File: src/rtl/mem_port_arbiter.sv
// mem_port_arbiter
//   Shares the single main-memory port between instruction fetch (read only)
//   and the executor memory element (read and write). Requests are sampled in
//   IDLE. Address and data are captured at grant, so the downstream signals
//   stay stable while the memory controller works. The memory ready pulse is
//   routed combinationally back to the granted requester.
//
// Ports
//   clk, reset            clock, synchronous active-high reset
//   fetch_*               fetch read channel (addr/valid in, ready/data out)
//   exec_out_*            executor read channel
//   exec_in_*             executor write channel
//   main_mem_out_*        read channel towards memory
//   main_mem_in_*         write channel towards memory
//   timeout_err           sticky watchdog flag (TIMEOUT = 0 disables it)
//
// state    | meaning
// IDLE     | no transaction; sample requests, grant on the next edge
// FETCH_RD | fetch read outstanding on main_mem_out
// EXEC_RD  | executor read outstanding on main_mem_out
// EXEC_WR  | executor write outstanding on main_mem_in
module mem_port_arbiter #(
  parameter int TIMEOUT = 0
) (
  input  logic        clk,
  input  logic        reset,
  input  logic [31:0] fetch_addr,
  input  logic        fetch_valid,
  output logic        fetch_ready,
  output logic [31:0] fetch_data,
  input  logic [31:0] exec_out_addr,
  input  logic        exec_out_valid,
  output logic        exec_out_ready,
  output logic [31:0] exec_out_data,
  input  logic [31:0] exec_in_addr,
  input  logic [31:0] exec_in_data,
  input  logic        exec_in_valid,
  output logic        exec_in_ready,
  output logic [31:0] main_mem_out_addr,
  output logic        main_mem_out_valid,
  input  logic [31:0] main_mem_out_data,
  input  logic        main_mem_out_ready,
  output logic [31:0] main_mem_in_addr,
  output logic [31:0] main_mem_in_data,
  output logic        main_mem_in_valid,
  input  logic        main_mem_in_ready,
  output logic        timeout_err
);

  localparam logic [31:0] TIMEOUT_CNT = 32'(TIMEOUT);

  typedef enum logic [1:0] {IDLE, FETCH_RD, EXEC_RD, EXEC_WR} state_t;

  state_t      state;
  logic        last_exec;      // 1: executor won the previous grant
  logic [31:0] addr_q;
  logic [31:0] wdata_q;
  logic [31:0] fetch_data_q;
  logic [31:0] exec_data_q;
  logic [31:0] wd_cnt;
  logic        out_valid_q;
  logic        in_valid_q;
  logic        err_q;

  logic        exec_req;
  logic        grant_exec;
  logic        rd_done;
  logic        wr_done;
  logic        mem_done;

  always_comb begin
    exec_req = exec_in_valid | exec_out_valid;
    // On contention the side that did not win last time gets the port.
    if (fetch_valid && exec_req) grant_exec = ~last_exec;
    else                         grant_exec = exec_req;
    rd_done  = ((state == FETCH_RD) || (state == EXEC_RD)) && main_mem_out_ready;
    wr_done  = (state == EXEC_WR) && main_mem_in_ready;
    mem_done = rd_done | wr_done;
  end

  always_ff @(posedge clk) begin
    if (reset) begin
      state        <= IDLE;
      last_exec    <= 1'b1;
      addr_q       <= '0;
      wdata_q      <= '0;
      fetch_data_q <= '0;
      exec_data_q  <= '0;
      out_valid_q  <= 1'b0;
      in_valid_q   <= 1'b0;
      wd_cnt       <= '0;
      err_q        <= 1'b0;
    end else begin
      case (state)
        IDLE: begin
          if (fetch_valid || exec_req) begin
            wd_cnt    <= '0;
            last_exec <= grant_exec;
            if (!grant_exec) begin
              state       <= FETCH_RD;
              addr_q      <= fetch_addr;
              out_valid_q <= 1'b1;
            end else if (exec_in_valid) begin
              // executor write takes precedence over its own read
              state      <= EXEC_WR;
              addr_q     <= exec_in_addr;
              wdata_q    <= exec_in_data;
              in_valid_q <= 1'b1;
            end else begin
              state       <= EXEC_RD;
              addr_q      <= exec_out_addr;
              out_valid_q <= 1'b1;
            end
          end
        end
        default: begin
          if (state == FETCH_RD && main_mem_out_ready) fetch_data_q <= main_mem_out_data;
          if (state == EXEC_RD && main_mem_out_ready)  exec_data_q  <= main_mem_out_data;
          if (mem_done) begin
            state       <= IDLE;
            out_valid_q <= 1'b0;
            in_valid_q  <= 1'b0;
          end else if (TIMEOUT > 0 && wd_cnt != TIMEOUT_CNT) begin
            // counter saturates at TIMEOUT; the transaction keeps waiting
            wd_cnt <= wd_cnt + 32'd1;
            if (wd_cnt + 32'd1 == TIMEOUT_CNT) err_q <= 1'b1;
          end
        end
      endcase
    end
  end

  assign fetch_ready        = (state == FETCH_RD) && main_mem_out_ready;
  assign exec_out_ready     = (state == EXEC_RD) && main_mem_out_ready;
  assign exec_in_ready      = wr_done;
  assign fetch_data         = (state == FETCH_RD) ? main_mem_out_data : fetch_data_q;
  assign exec_out_data      = (state == EXEC_RD) ? main_mem_out_data : exec_data_q;
  assign main_mem_out_addr  = addr_q;
  assign main_mem_out_valid = out_valid_q;
  assign main_mem_in_addr   = addr_q;
  assign main_mem_in_data   = wdata_q;
  assign main_mem_in_valid  = in_valid_q;
  assign timeout_err        = err_q;

endmodule

File: config.mk
export PLATFORM = sky130hd
export DESIGN_NAME = mem_port_arbiter
export DESIGN_NICKNAME = d
export VERILOG_FILES = /design/src/rtl/mem_port_arbiter.sv
export SDC_FILE = /design/constraint.sdc
export NUM_CORES = 1
export LEC_CHECK = 0
export BUFFER_PORTS_ARGS = -buffer_cell sky130_fd_sc_hd__buf_2
export CELL_PAD_IN_SITES_DETAIL_PLACEMENT = 0
export CELL_PAD_IN_SITES_GLOBAL_PLACEMENT = 1
export CORE_MARGIN = 1
export CORE_UTILIZATION = 33
export DETAILED_ROUTE_END_ITERATION = 8
export GPL_TIMING_DRIVEN = 0
export MAX_ROUTING_LAYER = met4
export PLACE_DENSITY_LB_ADDON = 0.15
export SKIP_CTS_REPAIR_TIMING = 1
export SYNTH_ARGS = -nofsm -noshare
export SYNTH_HDL_FRONTEND = slang
export SYNTH_SLANG_ARGS = --single-unit
export TNS_END_PERCENT = 20
File: constraint.sdc
create_clock -name clk -period 2.39 [get_ports clk]
set_clock_uncertainty 0.15 [all_clocks]
set_input_delay 0.5975 -clock clk [delete_from_list [all_inputs] [get_ports clk]]
set_output_delay 0.5975 -clock clk [all_outputs]
set_load 0.005 [all_outputs]
# Word level (Yosys, flattened, before mapping)
# Index checks and enable logic that the tools add are counted.
# totals
ff_bits	133
latch_bits	0
mem_bits_rw	0
mem_bits_ro	0
in_bits	167
out_inout_bits	166
word_cells	54
memories	0
# op_classes
add_sub_neg	0
mul	0
div	0
magnitude_cmp	0
eq_ne	7
shift	0
n_mux	19
bitwise_logic	4
n_reduce_logical	16
# op_table
cell	n
$mux 32	4
$mux 1	11
$mux 2	4
$reduce_and 2->1	4
$reduce_and 4->1	2
$ne 2x2->1 const B	3
$logic_and 1x1->1	5
$eq 2x2->1 const B	2
$ne 3x3->1 const B	1
$reduce_and 3->1	1
$eq 2x1->1 const B	1
$logic_not 2->1	1
$logic_or 1x1->1	2
$not 1->1	2
$or 1x1->1	2
$reduce_bool 2->1	1

# Depth between registers and ports, before layout
# Gate-level depths: netlist of run 1.
# depth
word_depth	6
depth_mapped	9
mapped_depth_nobuf	6

# Least setup slack after synthesis of run 1
# OpenSTA, ideal clock, no wires.
# synth_timing
path_kind	flip-flop to output port
start	register state[0]
end	output exec_out_data[10]
arrival_ns	1.209
t_required_ns	1.642
setup_slack_ns	0.433
stages_incl_launch_ff	6
path_buffers	2
path_cell_list	dfxtp_1 inv_1 ha_1 buf_2 buf_2 mux2_2
# synth_via
elab_chain_len	2
# synth_rtl
element	line_no	rtl
start, declared	54	state_t state;
start signal, assigned	83	state <= IDLE;
start signal, assigned	100	state <= FETCH_RD;
start signal, assigned	105	state <= EXEC_WR;
$eq 2x2->1	137	assign exec_out_data = (state == EXEC_RD) ? main_mem_out_data : exec_data_q;
$mux 32	137	
end, declared	34	output logic [31:0] exec_out_data,
# Every way passes these cells.

# Worst setup path in the final report of run 1
# layout_timing
start	register state[1]
end	output fetch_data[6]
# layout_via
elab_chain_len	2
# layout_rtl
element	line_no	rtl
$eq 2x1->1	136	assign fetch_data = (state == FETCH_RD) ? main_mem_out_data : fetch_data_q;
$mux 32	136	
end, declared	30	output logic [31:0] fetch_data,
# Every way passes these cells.

==> reports/qor.yml, run 1 <==
areaGrowthSynthToFinish_pct: 48.3
core-area_sq_um: 21200
chipWidth_um: 149
mappedNetlistArea_sq_um: 7150
hold_path_end: "main_mem_in_data[15]"
tritoncts: "yes"
layout.core_utilization_pct: 50.1
worst_slew_pin_slew_ns: 0.648
finalInstanceArea_sq_um: 10600
wire_length_of_the_first_global_routing_pass_um: 38900
grt_usage_pct: 23.2
syn-num-nets: 1101
preCtsSetupSlack_ns: 0.00406
fp-row-count: 53
setup_repair_after_global_routing_missed_its_margin: "true"
dominantRegCellSynth: "sky130_fd_sc_hd__dfxtp_1"
yosys_reg_bits: 133
critical_path.reg2reg.startpoint: "state[1]"
cts.root.buffer_cell: "sky130_fd_sc_hd__clkbuf_16"
detailroute.via_count: 7660
worst-setup-path-type: "flop to output pin"
grt_antenna_before_repair: 2
r2r_end: "main_mem_in_addr[22]"
ys_types: 34
layout-drive-gt1-share_pct: 41.6
instances_no_fill: 1580
port_buffers: 329
clock-sinks: 133
drcViolationCount: 0
globalplace.congestion: 0.789
outcome: "complete, but fails checks"
synth_enable_flop_cells: 0
headroom_to_the_max_slew_limit_pct: 56.8
maxcap_viol_count: 0
placement.cell_area_sq_um: 9140
timing.final.setup_violations: 62
timing.hold.worst.start: "exec_in_data[15]"
worstSkewPairLatency_ns: 0.42
grt_overflow: 0
p_leak_nw: 4.92
worst_hold_path_type: "primary input to flop"
endpoint_kind: "output pin"
avg_inst_size_synth_sq_um: 7.69
maxSlewViolCount: 0
r2r_slack_ns: 0.35
place_inst: 1534
p_per_area_nw_per_um2: 753
maximum_number_of_pins_on_one_net_before_global_route_repair: 17
pin_count: 333
rr_worst_depth: 7
firstDrtPassIters: 5
initial_core_util_pct: 33.8
startpoint_type: "flop"
die_area_sq_um: 22300
tritoncts_buffers: 17
timing.fmax_mhz: 401
clk_pin_slew_ns: 0.07
yosysSeqAreaShare_pct: 37.2
post_drt_via_cell_ratio: 4.85
routed_wl_um: 26300
finalWorstSetupSlack_ns: -0.102
final_hold_viol_count: 0
hold-path-cell-count: 3
layout_nets: 1460
cts_max_path_buffers: 2
grt_pass1_vias: 7251
cp_data_arrival_time_ns: 1.74
violations: "setup timing"
syn-instance-count: 930
detailedRoute.firstIterationViolations: 277
htree_levels: 4
max-vdd-ir-drop_mv: 0.442
async_flop_share_pct: 0
wire_per_inst_um: 16.7
synthesis.yosys.warnings: 0
min_period_over_period_pct: 104
critical_path_peak_fanout: 8
route.antenna.remaining_nets: 0
cp_data_required_time_ns: 1.64
hpwl_um: 19300
setup_total_negative_slack_ns: -4.99
fin_crit_ns: 2.49
dieHeight_um: 149
worst max-delay path: stages, from the launching register on:
cell	delay [ns]
sky130_fd_sc_hd__dfxtp_4	0.37
sky130_fd_sc_hd__inv_4	0.06
sky130_fd_sc_hd__ha_4	0.13
sky130_fd_sc_hd__buf_12	0.15
sky130_fd_sc_hd__clkbuf_16	0.16
sky130_fd_sc_hd__mux2_2	0.32
sky130_fd_sc_hd__buf_2	0.13
flip-flops by register name, summed over array words and instances, names as in the netlist:
signal and flops:
exec_data_q 32, fetch_data_q 32, last_exec 1, main_mem_in_addr 32, main_mem_in_data 32, main_mem_in_valid 1
main_mem_out_valid 1, state 2
kinds of logic (layout without fill, tap and decap cells):
logic type	Yosys count	after routing	synth area share, %
AOI/OAI and AO/OA	223	223	19.0
adders and majority gates	4	4	0.700
buffers and inverters	118	490	9.47
DFF	133	133	37.2
muxes	64	64	10.1
other	1	4	0.0524
and+or+nand+nor	387	387	23.5
cell type report:
cell class,instances,area [sq um]
inverter,2,12.5
timing repair buffer,340,2200
buffer,116,764
fill,2144,10600
multi-input combinational,679,4040
clock inverter,14,138
antenna,3,7.51
clock buffer,18,429
tap,275,344
sequential,133,2670
metrics by stage:
stage          power (mW)  hold WS (ns)
3_3_place_gp         4.97         0.290
5_1_grt              8.41         0.247
3_5_place_dp         4.97         0.294
6_report             7.99         0.255
2_1_floorplan        4.02         0.284
4_1_cts              7.57         0.237
worst max path at each step:
stage / cells past startpoint / endpoint / slack [ns] / startpoint
6_report: 6 / fetch_data[6] / -0.10 / state[1]
5_1_grt: 6 / exec_out_data[30] / -0.15 / state[0]
4_1_cts: 6 / exec_out_data[29] / -0.36 / state[0]
3_5_place_dp: 4 / exec_data_q[5] / 0.004 / reset
3_3_place_gp: 4 / exec_data_q[1] / 0.02 / reset
2_1_floorplan: 5 / exec_out_data[10] / 0.43 / state[0]
metal layers:
metal,GRT usage [%],up-vias,routed length (um)
li1,-,3851,-
met1,28.1,3522,11200
met2,38.4,262,13100
met3,5.41,25,1620
met4,6.33,0,405
met5,-,-,0
cell usage in the layout, fill, tap and decap left out, types with 24 or more instances in the layout:
cell,netlist,layout
sky130_fd_sc_hd__mux2_4,0,55
sky130_fd_sc_hd__buf_6,3,58
sky130_fd_sc_hd__nand2b_1,25,25
sky130_fd_sc_hd__dfxtp_1,133,131
sky130_fd_sc_hd__nand3_1,25,25
sky130_fd_sc_hd__buf_2,46,312
sky130_fd_sc_hd__buf_4,41,45
sky130_fd_sc_hd__clkbuf_1,24,25
sky130_fd_sc_hd__nand2_1,239,239
sky130_fd_sc_hd__a21oi_1,143,143
sky130_fd_sc_hd__clkbuf_16,0,24
sky130_fd_sc_hd__a22oi_1,24,24
sky130_fd_sc_hd__nor2_1,58,58
synthesized netlist by cell type, types with 2 or more instances:
cell / number / area (sq um)
sky130_fd_sc_hd__o31a_1: 23 / 201
sky130_fd_sc_hd__and2_1: 4 / 25.0
sky130_fd_sc_hd__ha_1: 4 / 50.1
sky130_fd_sc_hd__buf_4: 41 / 308
sky130_fd_sc_hd__nor3_2: 8 / 80.1
sky130_fd_sc_hd__nor2b_1: 12 / 75.1
sky130_fd_sc_hd__buf_6: 3 / 33.8
sky130_fd_sc_hd__buf_2: 46 / 230
sky130_fd_sc_hd__o21a_1: 2 / 15.0
sky130_fd_sc_hd__and3_1: 10 / 62.6
sky130_fd_sc_hd__nand2b_1: 25 / 156
sky130_fd_sc_hd__buf_1: 2 / 7.51
sky130_fd_sc_hd__a31oi_1: 18 / 113
sky130_fd_sc_hd__nand3_1: 25 / 125
sky130_fd_sc_hd__nand2_1: 239 / 897
sky130_fd_sc_hd__nor2_1: 58 / 218
sky130_fd_sc_hd__mux2_2: 64 / 721
sky130_fd_sc_hd__dfxtp_1: 133 / 2660
sky130_fd_sc_hd__a21oi_1: 143 / 716
sky130_fd_sc_hd__a22oi_1: 24 / 180
sky130_fd_sc_hd__clkbuf_1: 24 / 90.1
sky130_fd_sc_hd__inv_1: 2 / 7.51
sky130_fd_sc_hd__o211a_1: 9 / 90.1
report_power, final:
group / internal [mW] / switching (mW)
Sequential: 2.45 / 0.180
Clock: 1.46 / 1.11
Combinational: 1.52 / 1.27
Total: 5.42 / 2.56
No activity file was read; power rests on OpenSTA's default activity.
==> inputs of run 2 (changes only) <==
Settings changed: ABC_AREA from default to 1, CORE_UTILIZATION 33 to 30.
==> run 2 against run 1 <==
  * The run now ends clean
  * Critical path depth is the same
  * Register-to-register slack got worse by 0.02 ns
  * Die area is 2.6% higher
  * Highest routed layer unchanged
  * Critical endpoint is now exec_out_data[27]
  * Hold slack worse by 0.030 ns
  * Fmax rose by 4.9%
  * Critical path type unchanged
  * Wire length decreased by 6.3%
  * Cell count rose by 6.8%
  * Global-route usage shrank 1.8 points
  * Clock-buffer cell count fell by 1
  * Clock power increased by 4%
  * Total power is 5.5% lower
  * Synthesized area down 6.7%
==> reports/qor.yml, run 2 <==
yosysSeqAreaShare_pct: 39.9  # +2.7 points
htree_levels: 4  # unchanged
whs_ns: 0.224  # -0.0302 ns
fin_crit_ns: 2.38  # -0.117 ns
drcViolationCount: 0  # unchanged
yosys.area_share.xor_xnor_pct: 0  # unchanged
grt_usage_pct: 21.4  # -1.8 points
synthesis.yosys.warnings: 0  # unchanged
share_of_the_synthesized_area_in_the_top_cell_type_pct: 39.9  # +2.7 points
ys_types: 21  # -38%
chipWidth_um: 151  # +1.3%
rr_worst_depth: 8  # +1
startpoint_type: "flop"
async_flop_share_pct: 0  # unchanged
worstSkewPairLatency_ns: 0.41  # about the same
grt_pass1_vias: 6770  # -6.6%
synth_area_leader_cell: "sky130_fd_sc_hd__dfxtp_1"
setup_total_negative_slack_ns: 0  # +4.99 ns
min_period_over_period_pct: 99.4  # -4.9 points
avg_inst_size_synth_sq_um: 6.44  # -16%
globalplace.congestion: 0.831  # +5.3%
die_area_sq_um: 22800  # +2.6%
tritoncts: "yes"
synth_enable_flop_cells: 0  # unchanged
place_inst: 1646  # +7.3%
cp_data_required_time_ns: 1.64  # about the same
crit_chain: "inv_4 > ha_4 > buf_12 > clkbuf_16 > o21ai_2 > buf_2"
initial_core_util_pct: 30.6  # -3.2 points
combinational_family_with_the_most_area_after_synthesis: "simple AND/OR/NAND/NOR gates"
endpoint_kind: "output pin"
worst-path-buf-inv: 4  # unchanged
clock-sinks: 133  # unchanged
pin_count: 333  # unchanged
max_stage_delay_ns: 0.39  # +0.02 ns
tritoncts_buffers: 17  # unchanged
areaGrowthSynthToFinish_pct: 45.9
most_frequent_cell_after_synthesis: "sky130_fd_sc_hd__nand2_1"
detailroute.via_count: 7601  # -0.77%
yosys-top-cells-area: "sky130_fd_sc_hd__dfxtp_1 (40%), sky130_fd_sc_hd__nand2_1 (14%), sky130_fd_sc_hd__o21ai_1 (8.8%), sky130_fd_sc_hd__nor2_1 (7.3%), sky130_fd_sc_hd__inv_1 (5.8%)"
instances_no_fill: 1687  # +6.8%
worst-path-stages: 6  # unchanged
worst_slew_pin_slew_ns: 0.561  # -0.0869 ns
final_hold_viol_count: 0  # unchanged
maxSlewViolCount: 0  # unchanged
grt_antenna_before_repair: 5  # +3
layout.cells.most_common_list: "sky130_fd_sc_hd__buf_2 (357), sky130_fd_sc_hd__nand2_1 (243), sky130_fd_sc_hd__dfxtp_1 (131)"
synth-compound-area-share_pct: 17.2  # -1.7 points
wire_per_inst_um: 14.6  # -12%
syn-instance-count: 1036  # +11%
wire_length_of_the_first_global_routing_pass_um: 36000  # -7.4%
layout.core_utilization_pct: 44.6  # -5.5 points
hold-path-cell-count: 2  # -1
setup_repair_after_global_routing_missed_its_margin: "true"
maxcap_viol_count: 0  # unchanged
syn-num-nets: 1207  # +9.6%
worst_hold_path_type: "primary input to flop"
firstDrtPassIters: 4  # -1
outcome: "complete, no violations"
headroom_to_the_max_slew_limit_pct: 62.6  # +5.8 points
routed_wl_um: 24700  # -6.3%
p_leak_nw: 4.98  # +1.3%
cts.root.buffer_cell: "sky130_fd_sc_hd__clkbuf_16"
post_drt_via_cell_ratio: 4.51  # -7.1%
route.antenna.remaining_nets: 0  # unchanged
timing.final.setup_violations: 0  # -100%
cts_max_path_buffers: 2  # unchanged
synth.mux.area_fraction_pct: 0  # -10 points
port_buffers: 330  # +0.30%
cp_data_arrival_time_ns: 1.63  # -0.11 ns
hpwl_um: 18500  # -3.9%
dieHeight_um: 151  # +1.3%
yosys.area_share.adder_pct: 0.750  # +0.050 points
critical_path_peak_fanout: 6  # -2
yosys_reg_bits: 133  # unchanged
dominantRegCellSynth: "sky130_fd_sc_hd__dfxtp_1"
detailedRoute.firstIterationViolations: 251  # -9.4%
yosys.area_share.simple_pct: 27.7  # +4.2 points
grt_overflow: 0  # unchanged
max-vdd-ir-drop_mv: 0.485  # +9.8%
worst_path_max_delay_cell: "sky130_fd_sc_hd__dfxtp_4"
clk_pin_slew_ns: 0.06  # about the same
timing.fmax_mhz: 421  # +4.9%
core-area_sq_um: 21800  # +3.2%
worst-setup-path-type: "flop to output pin"
fp-row-count: 54  # +1.9%
layout_nets: 1560  # +6.8%
p_per_area_nw_per_um2: 775  # +2.9%
mappedNetlistArea_sq_um: 6670  # -6.7%
cp_top_family: "buffers and inverters"
layout-drive-gt1-share_pct: 35.9  # -5.7 points
netlist_top_cells_count: "sky130_fd_sc_hd__nand2_1 (249), sky130_fd_sc_hd__dfxtp_1 (133), sky130_fd_sc_hd__nor2_1 (129), sky130_fd_sc_hd__o21ai_1 (117), sky130_fd_sc_hd__inv_1 (103)"
mostFrequentLayoutCell: "sky130_fd_sc_hd__buf_2"
maximum_number_of_pins_on_one_net_before_global_route_repair: 17  # unchanged
[run 2: cell types whose count changed after synthesis, moves of 21 or more]
cell / before / now
sky130_fd_sc_hd__a22oi_1: 24 / 0
sky130_fd_sc_hd__a21oi_1: 143 / 68
sky130_fd_sc_hd__nand4_1: 0 / 21
sky130_fd_sc_hd__nand2b_1: 25 / 0
sky130_fd_sc_hd__nand3_1: 25 / 48
sky130_fd_sc_hd__o31a_1: 23 / 0
sky130_fd_sc_hd__inv_1: 2 / 103
sky130_fd_sc_hd__o21ai_0: 1 / 43
sky130_fd_sc_hd__mux2_2: 64 / 0
sky130_fd_sc_hd__nor2_1: 58 / 129
sky130_fd_sc_hd__o21ai_1: 0 / 117
[run 2: area by class of cell]
type	instances	area, sq um
fill	2375	12100
clock inverter	14	168
tap	280	350
sequential	133	2670
clock buffer	17	425
multi-input combinational	689	3280
buffer	105	714
timing repair buffer	334	1710
inverter	109	412
antenna	6	15.0
[run 2: cells by family (layout without fill, tap and decap cells)]
group,Yosys count,in the layout
AND/OR/NAND/NOR,455,455
AO/OA/AOI/OAI,229,229
buffers and inverters,214,579
flip-flops,133,133
adder cells (fa/ha/maj),4,4
other,1,7
[run 2: where the power goes]
| group | switching (mW) | leakage [nW] | internal [mW] |
|---|---|---|---|
| registers | 0.156 | 1.09 | 2.47 |
| clock network | 1.10 | 0.285 | 1.56 |
| logic | 1.24 | 3.61 | 1.02 |
| total | 2.49 | 4.98 | 5.06 |
[run 2: layer usage]
layer	GRT usage, %	share of wire, %	up-vias
met4	8.15	2.2	0
met5	-	0	-
met1	25.5	44	3348
met2	35.0	47	242
met3	4.67	6.3	34
li1	-	-	3977
[run 2: through the flow]
stage               setup WS [ns]  instance area [sq um]  total power, mW
finish                     0.0142                   9740             7.55
global route              -0.0325                   9740             8.04
CTS                        -0.689                   9270             7.42
detailed placement         -0.231                   8680             4.72
global placement           -0.224                   8680             4.71
floorplan                   0.395                   6670             3.80
[run 2: worst paths after layout]
path	from	end	slack [ns]
setup / recovery	state[0]	exec_out_data[27]	0.01
hold / removal	reset	state[0]	0.22
setup reg to reg	state[0]	fetch_data_q[11]	0.33
hold reg to reg	main_mem_out_valid	main_mem_out_valid	0.30
==> inputs of run 3 (changes only) <==
Settings changed: RECOVER_POWER from default to 100.
==> run 3 against run 2 <==
  * Global-route usage unchanged
  * Fmax grew 0.23%
  * Worst setup slack better by 0.0053 ns
  * Clock power hardly changed
  * Clock-buffer cell count unchanged
  * Sequential power barely moved
  * Non-clock buffer count did not move
  * Wire length is essentially flat
  * Register-to-register slack got worse by 0.13 ns
  * Utilization decreased by 0.33 points
==> reports/qor.yml, run 3 (synthesis results as in run 2) <==
fill_cell_total_of_the_finished_layout: 2403  # +1.2%
placement.cell_area_sq_um: 8680  # unchanged
grt_overflow: 0  # unchanged
detailroute.via_count: 7574  # -0.36%
worst_slew_pin_slew_ns: 0.562  # +0.000463 ns
timing.final.setup_violations: 0  # unchanged
cp_data_arrival_time_ns: 1.62  # about the same
whs_ns: 0.224  # -0.000564 ns
core-area_sq_um: 21800  # unchanged
use_met1_pct: 25.5  # unchanged
worst-setup-path-type: "flop to output pin"
share_comb_of_total_power_pct: 29.5  # -0.5 points
grtUsageMet3_pct: 4.67  # unchanged
wire_per_inst_um: 14.6  # about the same
critical_path_peak_fanout: 6  # unchanged
port_buffers: 330  # unchanged
finalInstanceArea_sq_um: 9670  # -0.73%
wire_length_of_the_first_global_routing_pass_um: 36000  # unchanged
power_switching_share_pct: 33.2  # +0.15 points
grt_usage_pct: 21.4  # unchanged
max-vdd-ir-drop_mv: 0.484  # -0.18%
detailedRoute.firstIterationViolations: 267  # +6.4%
layout.core_utilization_pct: 44.3  # -0.33 points
initial_core_util_pct: 30.6  # unchanged
p_per_area_nw_per_um2: 776  # about the same
die_area_sq_um: 22800  # unchanged
grt_pass1_vias: 6770  # unchanged
layout_nets: 1560  # unchanged
htree_levels: 4  # unchanged
worst_path_max_delay_cell: "sky130_fd_sc_hd__dfxtp_4"
post_drt_via_cell_ratio: 4.49  # -0.36%
globalplace.congestion: 0.831  # unchanged
tritoncts_buffers: 17  # unchanged
timing.fmax_mhz: 422  # +0.23%
firstDrtPassIters: 4  # unchanged
hpwl_um: 18500  # unchanged
headroom_to_the_max_slew_limit_pct: 62.5  # about the same
instances_no_fill: 1687  # unchanged
setup_total_negative_slack_ns: 0  # unchanged
place_inst: 1646  # unchanged
met2_usage_pct: 35.0  # unchanged
preCtsSetupSlack_ns: -0.231  # unchanged
share_seq_of_total_power_pct: 35.0  # +0.2 points
mostFrequentLayoutCell: "sky130_fd_sc_hd__buf_2"
maximum_number_of_pins_on_one_net_before_global_route_repair: 17  # unchanged
maxcap_viol_count: 0  # unchanged
outcome: "complete, no violations"
dieHeight_um: 151  # unchanged
worstSkewPairLatency_ns: 0.41  # about the same
layout-drive-gt1-share_pct: 32.3  # -3.6 points
power_switching_mw: 2.49  # -0.18%
areaGrowthSynthToFinish_pct: 44.9
endpoint_kind: "output pin"
cts_max_path_buffers: 2  # unchanged
cp_data_required_time_ns: 1.64  # about the same
worst_hold_path_type: "primary input to flop"
proportion_of_power_drawn_by_the_clock_network_pct: 35.5  # +0.3 points
cts.root.buffer_cell: "sky130_fd_sc_hd__clkbuf_16"
internal_power_mw: 5.01  # -0.87%
maxSlewViolCount: 0  # unchanged
p_leak_nw: 4.79  # -3.8%
startpoint_type: "flop"
min_period_over_period_pct: 99.2  # -0.22 points
setup_repair_after_global_routing_missed_its_margin: "true"
final_hold_viol_count: 0  # unchanged
grt_antenna_before_repair: 5  # unchanged
finalWorstSetupSlack_ns: 0.0195  # +0.00534 ns
route.antenna.remaining_nets: 0  # unchanged
max_stage_delay_ns: 0.39  # about the same
clk_pin_slew_ns: 0.06  # about the same
clock-sinks: 133  # unchanged
layout.cells.most_common_list: "sky130_fd_sc_hd__buf_2 (311), sky130_fd_sc_hd__nand2_1 (244), sky130_fd_sc_hd__dfxtp_1 (131)"
routed_wl_um: 24700  # about the same
post-layout-total-power_mw: 7.50  # -0.64%
fp-row-count: 54  # unchanged
crit_chain: "inv_4 > ha_4 > buf_12 > clkbuf_16 > o21ai_2 > buf_2"
grt_most_used_layer: "met2"
chipWidth_um: 151  # unchanged
drcViolationCount: 0  # unchanged
tritoncts: "yes"
pin_count: 333  # unchanged
fin_crit_ns: 2.37  # -0.00534 ns
run 3: cell type report:
type | count | area (sq um) | area share (%)
multi-input cells | 689 | 3270 | 33.8
flip-flops and latches | 133 | 2670 | 27.6
repair buffers | 334 | 1650 | 17.1
plain buffers | 105 | 709 | 7.34
clock buffers | 17 | 425 | 4.40
inverters | 109 | 412 | 4.26
well taps | 280 | 350 | 3.62
clock inverters | 14 | 168 | 1.73
diodes | 6 | 15.0 | 0.155
run 3: layer usage:
layer | up-vias | wire length [um] | share of wire, %
li1 | 3977 | - | -
met4 | 0 | 543 | 2.2
met3 | 34 | 1520 | 6.2
met2 | 237 | 11600 | 47
met5 | - | 0 | 0
met1 | 3326 | 11000 | 45
run 3: critical path: cells and delay by family (launching register included):
kind                       cells  cell delay [ns]
AOI/OAI and AO/OA              1             0.16
buffers and inverters          4             0.48
DFF                            1             0.39
adders and majority gates      1             0.17
run 3: worst paths after layout:
check,startpoint,end,slack (ns),cells past startpoint
min reg2reg,main_mem_out_valid,main_mem_out_valid,0.30,2
max reg2reg,state[0],main_mem_in_data[21],0.20,10
max,state[0],exec_out_data[27],0.02,6
min,reset,state[0],0.22,2
run 3: power by group through the flow:
stage                     combinational [mW]  sequential (mW)  clock, mW
after floorplan                         1.14             2.65          0
after global placement                  2.04             2.66          0
after detailed placement                2.05             2.67          0
after CTS                               2.06             2.62       2.74
final                                   2.21             2.63       2.66
after global routing                    2.51             2.66       2.83
